===== src/rtl/multimode_watch_if.sv =====
// multimode_watch_if: control inputs and status outputs of the watch core.
//   master: drives the buttons, set values and alarm configuration, and observes status.
//   slave : the watch core itself.
//   Inputs : mode_btn, set_hours/minutes/load, alarm_hours/minutes/en (packed per channel),
//            snooze, alarm_off, sw_start_stop, sw_lap, sw_reset.
//   Outputs: second/minute/hour_count, mode, tick, alarm_active/flash/id,
//            sw_seconds, sw_lap_value.
interface multimode_watch_if #(
    parameter int unsigned N_ALARMS = 2
);
    localparam int unsigned AW = (N_ALARMS > 1) ? $clog2(N_ALARMS) : 1;

    logic                    mode_btn;
    logic [4:0]              set_hours;
    logic [5:0]              set_minutes;
    logic                    set_load;
    logic [5*N_ALARMS-1:0]   alarm_hours;
    logic [6*N_ALARMS-1:0]   alarm_minutes;
    logic [N_ALARMS-1:0]     alarm_en;
    logic                    snooze;
    logic                    alarm_off;
    logic                    sw_start_stop;
    logic                    sw_lap;
    logic                    sw_reset;

    logic [5:0]              second_count;
    logic [5:0]              minute_count;
    logic [4:0]              hour_count;
    logic [1:0]              mode;
    logic                    tick;
    logic                    alarm_active;
    logic                    alarm_flash;
    logic [AW-1:0]           alarm_id;
    logic [6:0]              sw_seconds;
    logic [6:0]              sw_lap_value;

    modport master (
        output mode_btn, set_hours, set_minutes, set_load, alarm_hours, alarm_minutes,
               alarm_en, snooze, alarm_off, sw_start_stop, sw_lap, sw_reset,
        input  second_count, minute_count, hour_count, mode, tick, alarm_active,
               alarm_flash, alarm_id, sw_seconds, sw_lap_value
    );

    modport slave (
        input  mode_btn, set_hours, set_minutes, set_load, alarm_hours, alarm_minutes,
               alarm_en, snooze, alarm_off, sw_start_stop, sw_lap, sw_reset,
        output second_count, minute_count, hour_count, mode, tick, alarm_active,
               alarm_flash, alarm_id, sw_seconds, sw_lap_value
    );
endinterface


===== src/rtl/multimode_watch.sv =====
// multimode_watch: 24-hour clock with set mode, N alarms (flash, snooze, auto-off) and a
// wrapping stopwatch with lap capture. All counts are binary.
//   clk   : system clock, rising edge
//   reset : synchronous, active-high
//   bus   : multimode_watch_if.slave (buttons/config in, time/alarm/stopwatch status out)
module multimode_watch #(
    parameter int unsigned TICK_DIV   = 50_000_000,
    parameter int unsigned N_ALARMS   = 2,
    parameter int unsigned SNOOZE_MIN = 5,
    parameter int unsigned ALARM_SEC  = 60,
    parameter int unsigned SW_MAX     = 99
) (
    input  logic              clk,
    input  logic              reset,
    multimode_watch_if.slave  bus
);
    localparam int unsigned AW        = (N_ALARMS > 1) ? $clog2(N_ALARMS) : 1;
    localparam int unsigned DW        = $clog2(TICK_DIV);
    localparam int unsigned SNZ_TICKS = SNOOZE_MIN * 60;
    localparam int unsigned SNZW      = $clog2(SNZ_TICKS + 1);

    typedef enum logic [1:0] {
        StClock     = 2'd0,
        StSet       = 2'd1,
        StStopwatch = 2'd2
    } mode_e;

    mode_e mode_q, mode_d;
    logic  time_run, set_mode, sw_mode;

    logic [DW-1:0] div_q, div_d;
    logic          tick;

    logic [5:0] sec_q, sec_d, min_q, min_d;
    logic [4:0] hr_q, hr_d;
    logic       time_adv, load_ok;

    logic          match_any, alarm_hit;
    logic [AW-1:0] match_idx;

    logic            act_q, act_d, flash_q, flash_d, pend_q, pend_d;
    logic [AW-1:0]   id_q, id_d;
    logic [7:0]      dur_q, dur_d;
    logic [SNZW-1:0] snz_q, snz_d;

    logic       sw_run_q, sw_run_d;
    logic [6:0] sw_cnt_q, sw_cnt_d, sw_lap_q, sw_lap_d;

    // Seconds strobe straight off the divider register.
    assign tick = (div_q == DW'(TICK_DIV - 1));

    // ---------------- mode FSM ----------------
    always_ff @(posedge clk) begin
        if (reset) mode_q <= StClock;
        else       mode_q <= mode_d;
    end

    always_comb begin
        mode_d = mode_q;
        case (mode_q)
            StClock:     if (bus.mode_btn) mode_d = StSet;
            StSet:       if (bus.mode_btn) mode_d = StStopwatch;
            StStopwatch: if (bus.mode_btn) mode_d = StClock;
            default:     mode_d = StClock;  // unreachable code 3 recovers
        endcase
    end

    always_comb begin
        bus.mode = mode_q;
        time_run = (mode_q != StSet);
        set_mode = (mode_q == StSet);
        sw_mode  = (mode_q == StStopwatch);
    end

    // ---------------- divider and time of day ----------------
    always_comb begin
        time_adv = tick && time_run;
        load_ok  = bus.set_load && set_mode && (bus.set_hours <= 5'd23)
                   && (bus.set_minutes <= 6'd59);
        div_d = tick ? '0 : div_q + 1'b1;
        sec_d = sec_q;
        min_d = min_q;
        hr_d  = hr_q;
        if (load_ok) begin
            hr_d  = bus.set_hours;
            min_d = bus.set_minutes;
            sec_d = '0;
            div_d = '0;
        end else if (time_adv) begin
            if (sec_q == 6'd59) begin
                sec_d = '0;
                if (min_q == 6'd59) begin
                    min_d = '0;
                    hr_d  = (hr_q == 5'd23) ? 5'd0 : hr_q + 5'd1;
                end else begin
                    min_d = min_q + 6'd1;
                end
            end else begin
                sec_d = sec_q + 6'd1;
            end
        end
    end

    // Match against the next-time value; only a ticking advance can fire, not a load.
    always_comb begin
        match_any = 1'b0;
        match_idx = '0;
        for (int i = int'(N_ALARMS) - 1; i >= 0; i--) begin
            if (bus.alarm_en[i] && (bus.alarm_hours[5*i +: 5] == hr_d)
                && (bus.alarm_minutes[6*i +: 6] == min_d)) begin
                match_any = 1'b1;
                match_idx = AW'(i);
            end
        end
        alarm_hit = time_adv && (sec_d == 6'd0) && match_any;
    end

    // ---------------- alarm / snooze ----------------
    always_comb begin
        act_d   = act_q;
        flash_d = flash_q;
        id_d    = id_q;
        dur_d   = dur_q;
        pend_d  = pend_q;
        snz_d   = snz_q;
        if (bus.alarm_off) begin
            act_d   = 1'b0;
            flash_d = 1'b0;
            pend_d  = 1'b0;
        end else if (bus.snooze && act_q) begin
            act_d   = 1'b0;
            flash_d = 1'b0;
            pend_d  = 1'b1;
            snz_d   = SNZW'(SNZ_TICKS);
        end else if (act_q) begin
            if (tick) begin
                flash_d = ~flash_q;
                dur_d   = dur_q + 8'd1;
                if (dur_q == 8'(ALARM_SEC - 1)) begin
                    act_d   = 1'b0;
                    flash_d = 1'b0;
                end
            end
        end else if (alarm_hit) begin
            act_d   = 1'b1;
            flash_d = 1'b1;
            id_d    = match_idx;
            dur_d   = '0;
            pend_d  = 1'b0;
        end else if (pend_q && tick) begin
            snz_d = snz_q - 1'b1;
            if (snz_q == SNZW'(1)) begin
                // re-fire keeps the stored id
                act_d   = 1'b1;
                flash_d = 1'b1;
                dur_d   = '0;
                pend_d  = 1'b0;
            end
        end
    end

    // ---------------- stopwatch ----------------
    always_comb begin
        sw_run_d = sw_run_q;
        sw_cnt_d = sw_cnt_q;
        sw_lap_d = sw_lap_q;
        if (bus.sw_reset) begin
            sw_run_d = 1'b0;
            sw_cnt_d = '0;
            sw_lap_d = '0;
        end else begin
            // increment uses the pre-edge run state even if toggled this cycle
            if (tick && sw_run_q) begin
                sw_cnt_d = (sw_cnt_q == 7'(SW_MAX)) ? 7'd0 : sw_cnt_q + 7'd1;
            end
            if (sw_mode && bus.sw_start_stop) sw_run_d = ~sw_run_q;
            if (sw_mode && bus.sw_lap)        sw_lap_d = sw_cnt_q;
        end
    end

    // ---------------- state registers ----------------
    always_ff @(posedge clk) begin
        if (reset) begin
            div_q    <= '0;
            sec_q    <= '0;
            min_q    <= '0;
            hr_q     <= '0;
            act_q    <= 1'b0;
            flash_q  <= 1'b0;
            id_q     <= '0;
            dur_q    <= '0;
            pend_q   <= 1'b0;
            snz_q    <= '0;
            sw_run_q <= 1'b0;
            sw_cnt_q <= '0;
            sw_lap_q <= '0;
        end else begin
            div_q    <= div_d;
            sec_q    <= sec_d;
            min_q    <= min_d;
            hr_q     <= hr_d;
            act_q    <= act_d;
            flash_q  <= flash_d;
            id_q     <= id_d;
            dur_q    <= dur_d;
            pend_q   <= pend_d;
            snz_q    <= snz_d;
            sw_run_q <= sw_run_d;
            sw_cnt_q <= sw_cnt_d;
            sw_lap_q <= sw_lap_d;
        end
    end

    assign bus.tick         = tick;
    assign bus.second_count = sec_q;
    assign bus.minute_count = min_q;
    assign bus.hour_count   = hr_q;
    assign bus.alarm_active = act_q;
    assign bus.alarm_flash  = flash_q;
    assign bus.alarm_id     = id_q;
    assign bus.sw_seconds   = sw_cnt_q;
    assign bus.sw_lap_value = sw_lap_q;
endmodule


===== src/flat_wrapper.sv =====
// flat-port wrapper written by rule: the top's interface ports become plain ports
module multimode_watch_flat 
#(
    parameter int unsigned TICK_DIV   = 50_000_000,
    parameter int unsigned N_ALARMS   = 2,
    parameter int unsigned SNOOZE_MIN = 5,
    parameter int unsigned ALARM_SEC  = 60,
    parameter int unsigned SW_MAX     = 99
)
  (clk, reset, bus_mode_btn, bus_set_hours, bus_set_minutes, bus_set_load, bus_alarm_hours, bus_alarm_minutes, bus_alarm_en, bus_snooze, bus_alarm_off, bus_sw_start_stop, bus_sw_lap, bus_sw_reset, bus_second_count, bus_minute_count, bus_hour_count, bus_mode, bus_tick, bus_alarm_active, bus_alarm_flash, bus_alarm_id, bus_sw_seconds, bus_sw_lap_value);
  multimode_watch_if #(.N_ALARMS(N_ALARMS)) bus_i ();
  input  logic clk;
  input  logic reset;
  input wire logic [$bits(bus_i.mode_btn)-1:0] bus_mode_btn;
  input wire logic [$bits(bus_i.set_hours)-1:0] bus_set_hours;
  input wire logic [$bits(bus_i.set_minutes)-1:0] bus_set_minutes;
  input wire logic [$bits(bus_i.set_load)-1:0] bus_set_load;
  input wire logic [$bits(bus_i.alarm_hours)-1:0] bus_alarm_hours;
  input wire logic [$bits(bus_i.alarm_minutes)-1:0] bus_alarm_minutes;
  input wire logic [$bits(bus_i.alarm_en)-1:0] bus_alarm_en;
  input wire logic [$bits(bus_i.snooze)-1:0] bus_snooze;
  input wire logic [$bits(bus_i.alarm_off)-1:0] bus_alarm_off;
  input wire logic [$bits(bus_i.sw_start_stop)-1:0] bus_sw_start_stop;
  input wire logic [$bits(bus_i.sw_lap)-1:0] bus_sw_lap;
  input wire logic [$bits(bus_i.sw_reset)-1:0] bus_sw_reset;
  output wire logic [$bits(bus_i.second_count)-1:0] bus_second_count;
  output wire logic [$bits(bus_i.minute_count)-1:0] bus_minute_count;
  output wire logic [$bits(bus_i.hour_count)-1:0] bus_hour_count;
  output wire logic [$bits(bus_i.mode)-1:0] bus_mode;
  output wire logic [$bits(bus_i.tick)-1:0] bus_tick;
  output wire logic [$bits(bus_i.alarm_active)-1:0] bus_alarm_active;
  output wire logic [$bits(bus_i.alarm_flash)-1:0] bus_alarm_flash;
  output wire logic [$bits(bus_i.alarm_id)-1:0] bus_alarm_id;
  output wire logic [$bits(bus_i.sw_seconds)-1:0] bus_sw_seconds;
  output wire logic [$bits(bus_i.sw_lap_value)-1:0] bus_sw_lap_value;
  assign bus_i.mode_btn = bus_mode_btn;
  assign bus_i.set_hours = bus_set_hours;
  assign bus_i.set_minutes = bus_set_minutes;
  assign bus_i.set_load = bus_set_load;
  assign bus_i.alarm_hours = bus_alarm_hours;
  assign bus_i.alarm_minutes = bus_alarm_minutes;
  assign bus_i.alarm_en = bus_alarm_en;
  assign bus_i.snooze = bus_snooze;
  assign bus_i.alarm_off = bus_alarm_off;
  assign bus_i.sw_start_stop = bus_sw_start_stop;
  assign bus_i.sw_lap = bus_sw_lap;
  assign bus_i.sw_reset = bus_sw_reset;
  assign bus_second_count = bus_i.second_count;
  assign bus_minute_count = bus_i.minute_count;
  assign bus_hour_count = bus_i.hour_count;
  assign bus_mode = bus_i.mode;
  assign bus_tick = bus_i.tick;
  assign bus_alarm_active = bus_i.alarm_active;
  assign bus_alarm_flash = bus_i.alarm_flash;
  assign bus_alarm_id = bus_i.alarm_id;
  assign bus_sw_seconds = bus_i.sw_seconds;
  assign bus_sw_lap_value = bus_i.sw_lap_value;
  multimode_watch #(.TICK_DIV(TICK_DIV), .N_ALARMS(N_ALARMS), .SNOOZE_MIN(SNOOZE_MIN), .ALARM_SEC(ALARM_SEC), .SW_MAX(SW_MAX)) u_core (.clk(clk), .reset(reset), .bus(bus_i));
endmodule

===== config.mk =====
export PLATFORM = sky130hd
export DESIGN_NAME = multimode_watch_flat
export DESIGN_NICKNAME = d
export VERILOG_FILES = /design/src/rtl/multimode_watch_if.sv /design/src/rtl/multimode_watch.sv /design/src/flat_wrapper.sv
export SDC_FILE = /design/constraint.sdc
export NUM_CORES = 1
export LEC_CHECK = 0
export ABC_AREA = 1
export BUFFER_PORTS_ARGS = -buffer_cell sky130_fd_sc_hd__buf_2
export CAP_MARGIN = 20
export CORE_UTILIZATION = 30
export DETAILED_ROUTE_END_ITERATION = 10
export PLACE_DENSITY = 0.53
export SETUP_SLACK_MARGIN = 0.2
export SLEW_MARGIN = 20
export SYNTH_ARGS = -nofsm -noshare
export SYNTH_HDL_FRONTEND = slang
export SYNTH_SLANG_ARGS = --single-unit

===== constraint.sdc =====
create_clock -name clk -period 2.3 [get_ports clk]
set_input_delay 0 -clock clk [delete_from_list [all_inputs] [get_ports clk]]
set_output_delay 0 -clock clk [all_outputs]
set_load 0.01 [all_outputs]

# Word level (Yosys, flattened, before mapping)
# Index checks and enable logic that the tools add are counted.
[classes]
n_eq_ne = 20
reduce_logical = 32
n_addsub = 7
n_mux = 46
bitwise = 5
magnitude_cmp = 2
[op_table]
columns = ["cell", "count"]
rows = [
  ["two-way mux 6 bit", 7],
  ["two-way mux 8 bit", 5],
  ["two-way mux 9 bit", 4],
  ["adder 26 x 1 -> 26 bit, second input constant", 1],
  ["equality test 26 bit, second input constant", 1],
  ["two-way mux 5 bit", 5],
  ["two-way mux 1 bit", 20],
  ["logical AND 1 bit", 15],
  ["adder 6 x 1 -> 6 bit, second input constant", 2],
  ["equality test 6 bit", 2],
  ["equality test 6 bit, second input constant", 2],
  ["nonzero test 3 bit", 4],
  ["equality test 5 bit", 2],
  ["!= test 2 bit, second input constant", 5],
  ["equality test 9 x 1 -> 1 bit, second input constant", 1],
  ["AND reduction 3 bit", 3],
  ["subtractor 9 x 1 -> 9 bit, second input constant", 1],
  ["adder 8 x 1 -> 8 bit, second input constant", 1],
  ["equality test 8 x 6 -> 1 bit, second input constant", 1],
  ["AND reduction 4 bit", 2],
  ["adder 7 x 1 -> 7 bit, second input constant", 1],
  ["equality test 7 bit, second input constant", 1],
  ["two-way mux 7 bit", 1],
  ["less-or-equal comparator 6 bit, second input constant", 1],
  ["other kinds (15)", 24],
]
[totals]
output_inout_bits = 37
in_bits = 44
ff_bits = 81
wordCells = 126

# Depth between registers and ports, before layout
# Gate-level depths: netlist of the first run.
[logic_depth]
ltp_word = 15
ltp_mapped = 26
depth_no_buf = 26

# Worst setup path before layout of the first run
# No wires, ideal clock.
[synth_timing]
path_type = "register to register"
startpoint = "register u_core.sec_q[0], in the netlist u_core.bus.second_count[0]"
endpoint = "register u_core.dur_q[1]"
t_required_ns = 2.185
t_arrival_ns = 2.375
setup_slack_ns = -0.190
synth_period_minus_slack_ns = 2.490
setup_ns = 0.115
path_stages_with_launch = 23
cell_sequence = "dfxtp_1 > ha_1 > nand3_1 > nor2_1 > nand2_1 > nor2_1 > nand3_1 > nand2_1 > nand3_2 > nand3_1 > nand2_1 > nor2_1 > nand2_1 > nor2_1 > nand2_1 > nand2_2 > nand2_4 > nand2_4 > nand2_4 > nand2_2 > nand3_1 > nand2_1 > nor2_1"
[synth_via]
elab_chain_cells = 12
elab_cells_between_ends = 29
classes_between = "add/sub (1); eq/ne (5); mux (13); reduce/logical (10)"
[synth_rtl]
columns = ["item", "line", "rtl"]
rows = [
  ["start: declaration", "multimode_watch.sv:34", "logic [5:0] sec_q, sec_d, min_q, min_d;"],
  ["start signal: assignment", "multimode_watch.sv:185", "sec_q <= '0;"],
  ["start signal: assignment", "multimode_watch.sv:199", "sec_q <= sec_d;"],
  ["equality test 6 bit", "multimode_watch.sv:90", "if (sec_q == 6'd59) begin"],
  ["two-way mux 5 bit", "multimode_watch.sv:90", ""],
  ["two-way mux 5 bit", "multimode_watch.sv:89", "end else if (time_adv) begin"],
  ["two-way mux 5 bit", "multimode_watch.sv:84", "if (load_ok) begin"],
  ["equality test 5 bit", "multimode_watch.sv:109", "if (bus.alarm_en[i] && (bus.alarm_hours[5*i +: 5] == hr_d)"],
  ["logical AND 1 bit", "multimode_watch.sv:109", ""],
  ["logical AND 1 bit", "multimode_watch.sv:110", "&& (bus.alarm_minutes[6*i +: 6] == min_d)) begin"],
  ["two-way mux 1 bit (2 in a row)", "multimode_watch.sv:109", ""],
  ["logical AND 1 bit (*)", "multimode_watch.sv:115", "alarm_hit = time_adv && (sec_d == 6'd0) && match_any;"],
  ["nonzero test 3 bit (no source line) or two-way mux 8 bit (tied branches)", "-", ""],
  ["AND reduction 5 bit (no source line) or two-way mux 8 bit (tied branches)", "-", ""],
  ["end signal: assignment", "multimode_watch.sv:205", "dur_q <= dur_d;"],
  ["end: declaration", "multimode_watch.sv:43", "logic [7:0] dur_q, dur_d;"],
]
# Mark *: on every way between the ends. The rest lies on a longest branch, timed or not.
# A chain may end at the register's enable or synchronous reset.

# Final worst setup path of the first run
[layout_timing]
startpoint = "register u_core.div_q[7]"
endpoint = "register u_core.dur_q[5]"
[layout_via]
elab_chain_cells = 12
elab_cells_between_ends = 28
classes_between = "eq/ne (6); mux (10); reduce/logical (12)"
[layout_rtl]
columns = ["item", "line", "rtl"]
rows = [
  ["start: declaration", "multimode_watch.sv:31", "logic [DW-1:0] div_q, div_d;"],
  ["start signal: assignment", "multimode_watch.sv:198", "div_q <= div_d;"],
  ["equality test 26 bit (*)", "multimode_watch.sv:50", "assign tick = (div_q == DW'(TICK_DIV - 1));"],
  ["logical AND 1 bit", "multimode_watch.sv:77", "time_adv = tick && time_run;"],
  ["two-way mux 5 bit", "multimode_watch.sv:89", ""],
  ["two-way mux 5 bit", "multimode_watch.sv:84", ""],
  ["equality test 5 bit", "multimode_watch.sv:109", ""],
  ["logical AND 1 bit", "multimode_watch.sv:109", ""],
  ["logical AND 1 bit", "multimode_watch.sv:110", ""],
  ["two-way mux 1 bit (2 in a row)", "multimode_watch.sv:109", ""],
  ["logical AND 1 bit", "multimode_watch.sv:115", ""],
  ["nonzero test 3 bit (no source line) or two-way mux 8 bit (tied branches)", "-", ""],
  ["AND reduction 5 bit (no source line) or two-way mux 8 bit (tied branches)", "-", ""],
]
# Marks and branches as above.

==> summary.txt, run 1 <==
CTS
  – H-tree levels: 3
  – CTS tree: built
  – Clk root buf: clkbuf_16
  – Clk sinks: 81
  – Worst-path clk slew: 0.06 ns
  – Max Buffers Root-to-Sink: 2
  – Worst skew pair latency: 0.34 ns
  – CTS Buf Count: 9

Power and ir drop
  – P per Cell Area: 400 nW/um^2
  – Leakage: 3.82 nW
  – Max VDD drop: 0.334 mV

Floorplanning
  – Die area: 17900 sq um
  – # rows: 47
  – Core Box Area: 16800 sq um
  – Die span in x: 134 um
  – Die Y: 134 um
  – Initial Util: 31.1%
  – I/O pin count: 81

Global route
  – Gr usage total: 18.6%
  – GR Overflow Total: 0
  – Antenna violations before repair: 0
  – Largest net degree at the start of global routing: 16
  – First-pass GRT wire length: 26600 um
  – Number of global-route vias before repair: 5691

Cells and area
  – Fill cell count: 1654
  – Final Instance Area: 8390 sq um
  – ANT cells: 0
  – Fin nets: 1141
  – Syn-to-layout area delta: 61.2%
  – Finished Layout Cells: 1313
  – Final core utilization: 50.1%
  – Share of post-route cells with drive strength above 1: 44.6%

Worst setup path
  – CP Data Arrival Time: 2.92 ns
  – CP startpoint kind: flop
  – Setup crit end kind: flop
  – Critical Path Fanout Max: 5
  – Worst EP required: 2.54 ns
  – WS Path Type: flop to flop
  – Path depth of the worst reg2reg path: 23

Timing
  – Setup ws final: -0.383 ns
  – Post-layout min period: 2.68 ns
  – Clock Skew: 0.00887 ns
  – Slew headroom: 33.8%
  – Final period util: 117%
  – Final setup TNS: -8.69 ns
  – RSZ-0062 raised after global routing: yes
  – Final Hold Viols: 0
  – Fmax: 0.373 GHz
  – Endpoints failing setup: 33
  – Fin. max-slew vios: 0
  – Worst-margin pin slew: 0.989 ns

Drt
  – DRT antenna net count: 0
  – Vias: 6036
  – Drt pass-1 iters: 5
  – Vias per cell: 4.60
  – Drt wl/cell: 12.9 um
  – DRC viols: 0
  – DRT iter0 DRCs: 316
  – WL final: 16900 um

Logic synthesis
  – Seq/Total Area, Yosys: 31.2%
  – Top cell type by total area after synthesis: dfxtp_1
  – Largest cells by area after synthesis: dfxtp_1 (31%), nand2_1 (14%), nand3_1 (8.0%)
  – Share of the synthesized area in the top cell type: 31.2%
  – EDFF count, synth: 0
  – Syn Area/Cell: 6.42 sq um
  – Yosys Warn Count: 0
  – Main flop type after synthesis: dfxtp_1
  – Mapped Area: 5200 sq um
  – Yosys reg bits: 81
  – Synth async-reset ratio: 0%
  – Cells after Synth: 811
  – Synth unique cells: 49
  – Syn Nets: 863

Job
  – # Max-Cap Violations: 0

Placed design
  – Port-buffer cells: 80
  – Detailed placement HPWL: 12200 um
  – Dpl cell area: 7020 sq um
  – Placer's final routability congestion estimate: 0.847
  – Placed Instances: 1242

Status
  – Run status: finished, violations left
  – Failing checks: negative setup slack

Worst hold path
  – HP Class: input port to flop
  – Hold path depth: 4
-- metal layers --
| metal | routed length [um] | vias to the layer above | GRT usage, % |
|---|---|---|---|
| met5 | 0 | - | 0 |
| met4 | 376 | 0 | 7.01 |
| met3 | 715 | 28 | 3.20 |
| met2 | 7590 | 141 | 29.2 |
| met1 | 8210 | 2673 | 25.2 |
| li1 | - | 3194 | - |
-- repair_timing --
action	CTS	global route
gates resized for setup	48	132
setup endpoints to repair	36	46
buffers inserted	31	22
hold buffers	2	0
hold endpoints to repair	3	0
gates cloned	1	0
pin swaps	28	51
-- cells by family (layout without fill, tap and decap cells) --
kind of cell / count (synthesis) / after routing / share of synthesized area (%)
and+or+nand+nor: 496 / 497 / 46.1
buffers and inverters: 117 / 398 / 8.77
AOI/OAI and AO/OA: 97 / 97 / 10.0
DFF: 81 / 81 / 31.2
xor gates and xnor gates: 12 / 12 / 2.02
adders and majority gates: 8 / 8 / 1.92
-- final timing paths --
path                                           start                                 endpoint  slack (ns)
max                       u_core.div_q[7]$_SDFF_PP0_             u_core.dur_q[5]$_SDFFE_PP0P_       -0.38
max reg2reg               u_core.div_q[7]$_SDFF_PP0_             u_core.dur_q[5]$_SDFFE_PP0P_       -0.38
min                                       bus_snooze             u_core.snz_q[7]$_SDFFE_PP0P_        0.01
min reg2reg  u_core.bus.sw_lap_value[0]$_SDFFE_PP0P_  u_core.bus.sw_lap_value[0]$_SDFFE_PP0P_        0.44
-- registers in the layout, indices dropped and copies added (netlist names), 2 cells and up --
signal / flops
u_core.snz_q: 9
u_core.bus.sw_seconds: 7
u_core.bus.hour_count: 5
u_core.div_q: 26
u_core.dur_q: 8
u_core.bus.mode: 2
u_core.bus.sw_lap_value: 7
u_core.bus.second_count: 6
u_core.bus.minute_count: 6
-- stage by stage --
| step | setup slack (ns) | hold slack, ns | total power (W) |
|---|---|---|---|
| after detailed placement | -0.447 | 0.239 | 0.00187 |
| final | -0.383 | 0.0109 | 0.00335 |
| after floorplan | -0.0245 | 0.0956 | 0.00167 |
| after CTS | -0.375 | 0.0118 | 0.00335 |
| after global placement | -0.484 | 0.238 | 0.00187 |
| after global routing | -0.574 | 0.0236 | 0.00350 |
-- cell usage after synthesis (7+ instances only) --
master / count
a21oi_1: 52
ha_1: 8
inv_1: 90
nand2_1: 190
nand3_2: 11
nand3_1: 83
nor2_1: 110
nand4_1: 10
nand3b_1: 12
nand2_2: 15
inv_2: 11
dfxtp_1: 81
clkbuf_1: 7
xor2_1: 10
nor2_2: 8
or2_1: 7
nor3_1: 19
o21ai_0: 30
-- layout make-up --
type | count | area, sq um | share of cell area [%]
Tap cell | 220 | 275 | 3.28
Clock buffer | 10 | 239 | 2.85
Clock inverter | 5 | 56.3 | 0.671
Timing Repair Buffer | 279 | 2060 | 24.5
Multi-Input combinational cell | 614 | 3720 | 44.3
Sequential cell | 81 | 1650 | 19.7
Inverter | 104 | 395 | 4.71
-- report_power, final --
part | total [W] | leakage [nW] | switching (W) | internal, W
clock network | 0.00147 | 0.144 | 0.000611 | 0.000863
registers | 0.00144 | 0.664 | 0.0000155 | 0.00142
logic | 0.000439 | 3.01 | 0.000245 | 0.000195
total | 0.00335 | 3.82 | 0.000871 | 0.00248
-- placed cells by master, fill, tap and decap left out, drive strengths merged, types with 3 or more instances in the layout --
| master | instances |
|---|---|
| a21oi | 53 |
| a31oi | 3 |
| and3 | 3 |
| buf | 277 |
| clkbuf | 10 |
| clkinv | 6 |
| dfxtp | 81 |
| ha | 8 |
| inv | 101 |
| nand2 | 211 |
| nand3 | 95 |
| nand3b | 12 |
| nand4 | 10 |
| nor2 | 123 |
| nor3 | 23 |
| nor3b | 3 |
| nor4 | 3 |
| o21ai | 31 |
| o21bai | 3 |
| or2 | 12 |
| xor2 | 10 |
-- critical path, stage by stage (launching register included) --
cell     delay, ns
dfxtp_2       0.34
inv_2         0.08
nand4_1       0.17
nor2_4        0.14
nand2_2       0.08
nor3_4        0.30
buf_4         0.17
nand2_2       0.05
nand2_2       0.08
nand2_2       0.05
nand3_1       0.06
nand2_1       0.05
nor2_1        0.10
nand2_1       0.05
nor2_1        0.08
nand2_1       0.08
nand2_2       0.11
nand2_4       0.09
nand2_4       0.10
nand2_8       0.08
nand2_8       0.09
nand2_2       0.05
nor2_1        0.13
nor2_1        0.05
Power figures use the tool's default switching activity.
==> run 2, diff against run 1 <==
- REMOVE_ABC_BUFFERS: default -> 1
==> run 2 against run 1 <==
  * The flow still finishes with violations (negative setup slack)
  * Combinational power shrank 1%
  * Die area is the same
  * Critical path type unchanged
  * Count of clock-buffer cells in the layout is 1 lower
  * Design area is 0.66% lower
  * Critical endpoint unchanged
  * Largest cell class unchanged
  * Worst setup slack lost 0.061 ns
  * Flip-flop and latch count unchanged
  * Critical path depth fell by 1
==> summary.txt, run 2 (synthesized netlist as in run 1, its figures left out) <==
CTS
  – CTS Buf Count: 9
  – H-tree levels: 3
  – Clk root buf: clkbuf_16
  – Worst-path clk slew: 0.06 ns
  – CTS tree: built
  – Clk sinks: 81
  – Worst skew pair latency: 0.36 ns
  – Max Buffers Root-to-Sink: 2

Cells and area
  – Largest register FFs: 26
  – Most common cell after layout, fill and taps aside: nand2_1
  – Commonest cells after routing, fill and taps aside: nand2_1 (168), buf_4 (164), nor2_1 (85), inv_1 (84), buf_2 (81)
  – Area of the multi-input gates: 3620 sq um
  – Final Instance Area: 8340 sq um
  – Largest reg by FF count: u_core.div_q
  – Biggest regs: u_core.div_q: 26 flops, u_core.snz_q: 9 flops, u_core.dur_q: 8 flops
  – Fill cell count: 1660
  – ANT cells: 0
  – Fin nets: 1141
  – Share of post-route cells with drive strength above 1: 42.8%
  – Sequential Area: 1650 sq um
  – Syn-to-layout area delta: 60.2%

Placed design
  – Port-buffer cells: 80
  – Dpl cell area: 6980 sq um
  – Detailed placement HPWL: 12000 um
  – Post-place setup slack: -0.512 ns
  – Placer's final routability congestion estimate: 0.876

Worst setup path
  – CP peak stage delay: 0.35 ns
  – CP Data Arrival Time: 2.99 ns
  – CP bufs+invs: 0
  – Worst EP required: 2.55 ns
  – Setup crit end kind: flop
  – Crit-path leading delay family: simple AND/OR/NAND/NOR gates
  – Slowest stage cell, crit path: dfxtp_2
  – Worst path cell trace: ha_4 -> nand3_4 -> nor2_4 -> nand3_2 -> nor2_4 -> nand2_2 -> o21ai_1 -> nand2_1 -> nand3_1 -> nand2_1 -> nor2_1 -> nand2_1 -> nor2_1 -> nand2_1 -> nand2_2 -> nand2_4 -> nand2_4 -> nand2_8 -> nand2_8 -> nand2_4 -> nor2_1 -> nor2_2
  – WS Path Type: flop to flop
  – Critical Path Fanout Max: 6
  – CP startpoint kind: flop
  – Cell mode on critical path: nand2_1

Drt
  – Drt wl/cell: 12.5 um
  – DRC viols: 0
  – DRT iter0 DRCs: 296
  – WL final: 16400 um
  – Vias: 6004
  – Vias per cell: 4.57
  – Drt pass-1 iters: 5
  – DRT antenna net count: 0

Floorplanning
  – Die Y: 134 um
  – Die area: 17900 sq um
  – # rows: 47
  – I/O pin count: 81
  – Initial Util: 31.1%
  – Core Box Area: 16800 sq um
  – Die span in x: 134 um

Global route
  – First-pass GRT wire length: 25500 um
  – Gr usage total: 18.0%
  – Number of global-route vias before repair: 5372
  – Antenna violations before repair: 0
  – Largest net degree at the start of global routing: 21
  – GR Overflow Total: 0

Status
  – Run status: finished, violations left
  – Failing checks: negative setup slack

Timing
  – Worst-margin pin slew: 1.14 ns
  – Slew headroom: 24.0%
  – Clock Skew: 0.00790 ns
  – Post-layout min period: 2.74 ns
  – Setup ws final: -0.444 ns
  – Final period util: 119%
  – RSZ-0062 raised after global routing: yes
  – Final Hold Viols: 0
  – Fin. max-slew vios: 0
  – Endpoints failing setup: 27
  – Fmax: 0.364 GHz

Power and ir drop
  – Max VDD drop: 0.345 mV
  – Power, Total: 0.00368 W
  – P per Cell Area: 441 nW/um^2
  – Leakage: 3.80 nW

Worst hold path
  – HP Class: input port to flop

Job
  – # Max-Cap Violations: 0
-- run 2: per-stage QoR --
stage,instances,setup TNS [ns],util (%),hold WS (ns)
6_report,1314,-9.15,49.7,0.0135
2_1_floorplan,798,-9.92,-,0.0691
3_5_place_dp,1249,-9.87,41.6,0.251
4_1_cts,1298,-8.84,46.6,0.00471
3_3_place_gp,1249,-9.13,41.6,0.239
5_1_grt,1314,-15.22,49.7,0.0467
-- run 2: worst paths after layout --
kind | from | end | slack, ns | cells after the start
min reg2reg | u_core.bus.sw_lap_value[0]$_SDFFE_PP0P_ | u_core.bus.sw_lap_value[0]$_SDFFE_PP0P_ | 0.44 | 2
min | bus_alarm_off | u_core.bus.alarm_flash$_SDFFE_PP0P_ | 0.01 | 4
max reg2reg | u_core.div_q[0]$_SDFF_PP0_ | u_core.dur_q[5]$_SDFFE_PP0P_ | -0.44 | 22
max | u_core.div_q[0]$_SDFF_PP0_ | u_core.dur_q[5]$_SDFFE_PP0P_ | -0.44 | 22
-- run 2: worst reg2reg max path, cell delays in order (launching register included) --
cell and delay (ns):
dfxtp_2 0.35, ha_4 0.16, nand3_4 0.09, nor2_4 0.15
nand3_2 0.11, nor2_4 0.25, nand2_2 0.10, o21ai_1 0.13
nand2_1 0.11, nand3_1 0.08, nand2_1 0.06, nor2_1 0.09
nand2_1 0.06, nor2_1 0.09, nand2_1 0.09, nand2_2 0.11
nand2_4 0.08, nand2_4 0.09, nand2_8 0.09, nand2_8 0.10
nand2_4 0.05, nor2_1 0.15, nor2_2 0.04
-- run 2: cell type report --
class / instances / share of cell area, %
multi-input cells: 614 / 43.4
well taps: 220 / 3.30
repair buffers: 279 / 24.4
clock buffers: 9 / 2.70
inverters: 104 / 4.77
flip-flops and latches: 81 / 19.7
clock inverters: 7 / 1.70
-- run 2: metal layers --
metal | global-route usage, % | wire length (um) | up-vias
met5 | 0 | 0 | -
met4 | 5.49 | 161 | 0
met3 | 3.69 | 654 | 12
met2 | 28.7 | 7620 | 121
met1 | 24.2 | 7950 | 2684
li1 | - | - | 3187
-- run 2: power breakdown --
part	switching, W	leakage, nW	internal [W]	total (W)
clock network	0.000633	0.176	0.00117	0.00181
registers	0.0000165	0.661	0.00142	0.00144
logic	0.000240	2.96	0.000193	0.000433
-- run 2: repair_timing --
action | CTS | global route
gates cloned | 1 | 1
pin swaps | 36 | 64
hold buffers | 3 | 0
hold endpoints to repair | 8 | 0
setup buffers | 29 | 15
gates resized for setup | 62 | 111
setup endpoints to repair | 39 | 53
